===== src/rtl/ipmred_pkg.sv =====
// Shared types and sizing helpers for the IPM-RED setup path (rand collector, setup, encoding).
package ipmred_pkg;

  localparam int unsigned BYTE_W = 8;

  typedef enum logic [1:0] {
    IDLE = 2'd0,
    FILL = 2'd1,
    HOLD = 2'd2
  } state_e;

  // Bytes per rand word: one byte for each of L1[i] and L2[i], i = 2..V-1.
  function automatic int unsigned nb(input int unsigned v);
    return 2 * (v - 2);
  endfunction

  function automatic int unsigned rand_w(input int unsigned v);
    return 16 * (v - 2);
  endfunction

endpackage


===== src/rtl/ipmred_rand_collector.sv =====
// Collects nb(V) bytes from a valid/ready random source into one held rand word.
// Optional zero-byte rejection with a saturating counter under IPMRED_REJECT_ZERO_EN.
// The packed word port is named rand_data because "rand" is a reserved word in SystemVerilog.
module ipmred_rand_collector
  import ipmred_pkg::*;
#(
  parameter int unsigned V = 8
) (
  input  logic                  clk,
  input  logic                  rst,
  input  logic                  start,
  input  logic [BYTE_W-1:0]     in_byte,
  input  logic                  in_valid,
  output logic                  in_ready,
  output logic [rand_w(V)-1:0]  rand_data,
  output logic                  rand_valid,
  input  logic                  rand_ack,
  output logic                  busy,
  output logic [7:0]            reject_cnt
);

  localparam int unsigned NB = nb(V);
  localparam int unsigned IW = (NB > 1) ? $clog2(NB) : 1;

  if (V < 3) begin : g_bad_v
    $error("ipmred_rand_collector: V must be >= 3");
  end

  state_e        state;
  logic [IW-1:0] idx;
  logic          xfer;
  logic          store;

  assign xfer = in_valid & in_ready;

`ifdef IPMRED_REJECT_ZERO_EN
  // Zero bytes complete the handshake but never reach the word, keeping L[i] nonzero.
  assign store = xfer & (in_byte != 8'h00);

  always_ff @(posedge clk) begin
    if (rst) begin
      reject_cnt <= 8'h00;
    end else if (xfer && (in_byte == 8'h00) && (reject_cnt != 8'hFF)) begin
      reject_cnt <= reject_cnt + 8'd1;
    end
  end
`else
  assign store      = xfer;
  assign reject_cnt = 8'h00;
`endif

  // FSM, byte index and packing register; all outputs registered with the state.
  always_ff @(posedge clk) begin
    if (rst) begin
      state      <= IDLE;
      idx        <= '0;
      rand_data  <= '0;
      rand_valid <= 1'b0;
      in_ready   <= 1'b0;
      busy       <= 1'b0;
    end else begin
      case (state)
        IDLE: begin
          if (start) begin
            state    <= FILL;
            idx      <= '0;
            in_ready <= 1'b1;
            busy     <= 1'b1;
          end
        end
        FILL: begin
          if (store) begin
            for (int unsigned k = 0; k < NB; k++) begin
              if (idx == IW'(k)) rand_data[BYTE_W*k +: BYTE_W] <= in_byte;
            end
            if (idx == IW'(NB - 1)) begin
              state      <= HOLD;
              in_ready   <= 1'b0;
              rand_valid <= 1'b1;
            end else begin
              idx <= idx + IW'(1);
            end
          end
        end
        HOLD: begin
          if (rand_ack) begin
            rand_valid <= 1'b0;
            // Back-to-back request skips IDLE so the next session starts a cycle earlier.
            if (start) begin
              state    <= FILL;
              idx      <= '0;
              in_ready <= 1'b1;
            end else begin
              state <= IDLE;
              busy  <= 1'b0;
            end
          end
        end
        default: begin
          state      <= IDLE;
          idx        <= '0;
          rand_valid <= 1'b0;
          in_ready   <= 1'b0;
          busy       <= 1'b0;
        end
      endcase
    end
  end

endmodule


===== config.mk =====
export PLATFORM = sky130hd
export DESIGN_NAME = ipmred_rand_collector
export DESIGN_NICKNAME = d
export VERILOG_FILES = /design/src/rtl/ipmred_pkg.sv /design/src/rtl/ipmred_rand_collector.sv
export SDC_FILE = /design/constraint.sdc
export NUM_CORES = 1
export LEC_CHECK = 0
export BUFFER_PORTS_ARGS = -buffer_cell sky130_fd_sc_hd__buf_2
export CAP_MARGIN = 10
export CORE_MARGIN = 5
export CORE_UTILIZATION = 55
export CTS_BUF_LIST = sky130_fd_sc_hd__clkbuf_16
export DETAILED_ROUTE_END_ITERATION = 10
export PLACE_DENSITY = 0.84
export RECOVER_POWER = 25
export SYNTH_ARGS = -nofsm -noshare
export SYNTH_HDL_FRONTEND = slang
export SYNTH_SLANG_ARGS = --single-unit

===== constraint.sdc =====
create_clock -name clk -period 3.84 [get_ports clk]
set_clock_uncertainty 0.15 [all_clocks]
set_input_delay 0.768 -clock clk [delete_from_list [all_inputs] [get_ports clk]]
set_output_delay 0.768 -clock clk [all_outputs]
set_load 0.02 [all_outputs]

==> results by group <==
Status
  – Status: complete, no violations

Timing
  – Worst-Margin Slew: 0.854 ns
  – Fin. Hold Viols: 0
  – F_max: between 400 and 500 MHz
  – Endpoints failing setup: 0
  – Post-route setup slack: ~1.7 ns
  – Final period util: 0.569
  – Fin crit period: around 2.2 ns
  – Post-Route Setup TNS: 0 ns
  – Max-slew violations: 0
  – RSZ-0062 raised after global routing: false
  – Slew headroom: 0.431
  – WHS: between 0.3 and 0.4 ns

CTS
  – CTS Buf Count: 9
  – TritonCTS clock tree: built
  – Post-CTS setup buffers: 0
  – Root buffer cell: clkbuf_16
  – H-tree levels: 3
  – Hold-fix buffers at CTS: 0
  – Worst-Skew Late Latency: roughly 0.34 ns
  – Worst-path clk slew: around 0.070 ns
  – CTS sink cnt: approximately 110
  – Maximum clock path buffer count: 2
  – Post-CTS Resized: 0

Global route
  – Largest net degree at the start of global routing: 56
  – Initial antenna violation count: 0
  – GRT Util Overall: 0.241
  – Vias in the first global route: roughly 3300
  – GRT overflow: 0
  – First-pass GRT wire length: approximately 17000 um

Pwr
  – Worst VDD drop: ~0.00027 V
  – Leakage: 1.83 nW
  – Cell Pwr Density: 467 nW/um^2

Detailed routing
  – DR top layer: met4
  – Drt pass-1 iters: 5
  – DR vias/cell: roughly 5.4
  – DR DRC count: 0
  – Detail Route met3 WL: about 1100 um
  – M1 WL: 4430 um
  – Routed met2 length: approximately 5200 um
  – Starting DRT DRC Count: ~300
  – Routed wire length: about 11000 um
  – Post-DRT Antenna Nets: 0
  – Vias after detailed routing: approximately 3600
  – DR WL/cell: 16.1 um

Flow run
  – MaxCap Viol Count: 0

Synthesis
  – Top post-synthesis cells by area: dfxtp_1 (52%), nand2_1 (12%), a21oi_1 (8.9%), mux2i_1 (7.9%), nor2_1 (3.9%)
  – Post-Syn Instances: about 480
  – Dominant synthesized flop cell: dfxtp_1
  – Cell variety after synth: 34
  – Mean Syn Cell Area: around 8.5 um^2
  – Synth warnings: 0
  – Yosys top cell area share: 0.521
  – Number of synthesized register bits: between 100 and 150
  – Asr flop ratio synth: 0
  – Synth area leader: dfxtp_1
  – Post-synth EDFFs: 0
  – Sequential area share after synthesis: 0.521
  – Mapped Area: 4030 um^2

Floorplan
  – Horiz. Die Dim: between 90 and 100 um
  – FP Rows: 31
  – Die footprint: 9140 um^2
  – Io pins: 120
  – Initial Utilization: 0.559
  – Die H: 95.6 um
  – Core area: a little over 7000 um^2

Critical path
  – Critical Path RT: slightly below 4 ns
  – Buf/Inv on CP: 0
  – Crit. End Element: flip-flop
  – Worst-path maximum fanout: 11
  – Setup CP Type: flip-flop to flip-flop
  – Top Family by Delay on Critical Path: simple AND/OR/NAND/NOR gates
  – CP startpoint kind: flip-flop
  – CP arrival: roughly 2.2 ns
  – Worst path cell trace: nor2b_1, nand3_1, nand2_1, a21oi_1
  – Worst path max stage delay: between 0.6 and 0.7 ns
  – Slowest CP cell: nor2b_1

Finish
  – Design Area, Final: between 4000 and 5000 um^2
  – Commonest non-fill, non-tap cells in the layout: nand2_1 (131), dfxtp_1 (105), a21oi_1 (72), buf_2 (62), clkbuf_1 (49)
  – Commonest non-fill, non-tap cell in the layout: nand2_1
  – Layout fillers: between 600 and 700
  – Growth of design area from synthesis to finish: 21.3%
  – Share of cells above drive strength 1: 0.146
  – # diodes: 0
  – Layout Nets: between 500 and 600

Min path
  – Worst min path class: flip-flop to flip-flop

Placement
  – Placement Setup Slack: 1.43 ns
  – PortBufs: 111
  – HPWL Detailed: approximately 7300 um
  – Placer Congestion: ~0.9
  – Placed Area: ~4600 um^2
-- area by class of cell --
| cell class | instances | area (um^2) | area share |
|---|---|---|---|
| Clock inverter | 7 | 140 | 0.0286 |
| Clock buffer | 9 | 225 | 0.0460 |
| Inverter | 7 | 26.3 | 0.00537 |
| Tap cell | 99 | 124 | 0.0253 |
| Multi-Input combinational cell | 337 | 1770 | 0.362 |
| Timing Repair Buffer | 112 | 502 | 0.103 |
| Sequential cell | 105 | 2100 | 0.430 |
-- where the power goes --
group / internal, mW / leakage, nW / switching [mW]
clock: 0.703 / 0.174 / 0.398
sequential: 1.09 / 0.846 / 0.00710
combinational: 0.0167 / 0.810 / 0.0683
-- metrics by stage --
step / utilization / total power, mW / instances
6_report: 0.678 / 2.29 / 676
5_1_grt: 0.678 / 2.35 / 676
4_1_cts: 0.687 / 2.29 / 676
3_5_place_dp: 0.636 / 1.21 / 660
3_3_place_gp: 0.636 / 1.21 / 660
2_1_floorplan: - / 1.19 / 482
-- sequential cells by signal, indices dropped and copies added, names as in the netlist --
signal,cells
rand_data,96
idx,4
state,2
busy,1
in_ready,1
rand_valid,1
-- worst register-to-register path: stages (launching register included) --
cell and delay (ns):
dfxtp_1 0.55, nor2b_1 0.61, nand3_1 0.44, nand2_1 0.19, a21oi_1 0.10
-- cell families (layout without fill, tap and decap cells) --
| logic type | Yosys count | count (layout) | synth area share |
|---|---|---|---|
| AND/OR/NAND/NOR | 208 | 208 | 0.227 |
| AO/OA/AOI/OAI | 84 | 84 | 0.110 |
| buffers and inverters | 40 | 135 | 0.0456 |
| other | 1 | 8 | 0.000930 |
| multiplexers | 32 | 32 | 0.0794 |
| flip-flops | 105 | 105 | 0.521 |
| adder cells (fa/ha/maj) | 5 | 5 | 0.0155 |
-- per-layer routing --
layer	vias up	global-route usage
li1	1752	-
met1	1695	0.310
met2	173	0.388
met3	18	0.0584
met4	0	0.0948
met5	-	0
-- final timing paths --
path | to | start | depth (start not counted) | slack [ns]
hold / removal | rand_data[43] | rand_data[43] | 2 | 0.31
setup / recovery | rand_data[37] | state[0] | 4 | 1.66
setup reg to reg | rand_data[37] | state[0] | 4 | 1.66
hold reg to reg | rand_data[43] | rand_data[43] | 2 | 0.31
-- Yosys cell counts (2+ instances only) --
| library cell | count |
|---|---|
| buf_4 | 8 |
| nand2_1 | 131 |
| nand2b_1 | 2 |
| dfxtp_1 | 105 |
| nand4_1 | 2 |
| buf_2 | 3 |
| mux2i_1 | 32 |
| inv_1 | 7 |
| a41oi_1 | 2 |
| ha_1 | 5 |
| a21oi_1 | 72 |
| nor2_4 | 4 |
| o21ai_0 | 3 |
| nand3_1 | 12 |
| nor2_1 | 42 |
| clkbuf_1 | 22 |
| a31oi_1 | 2 |
| nand3b_1 | 5 |
No activity file was read; power rests on OpenSTA's default activity.
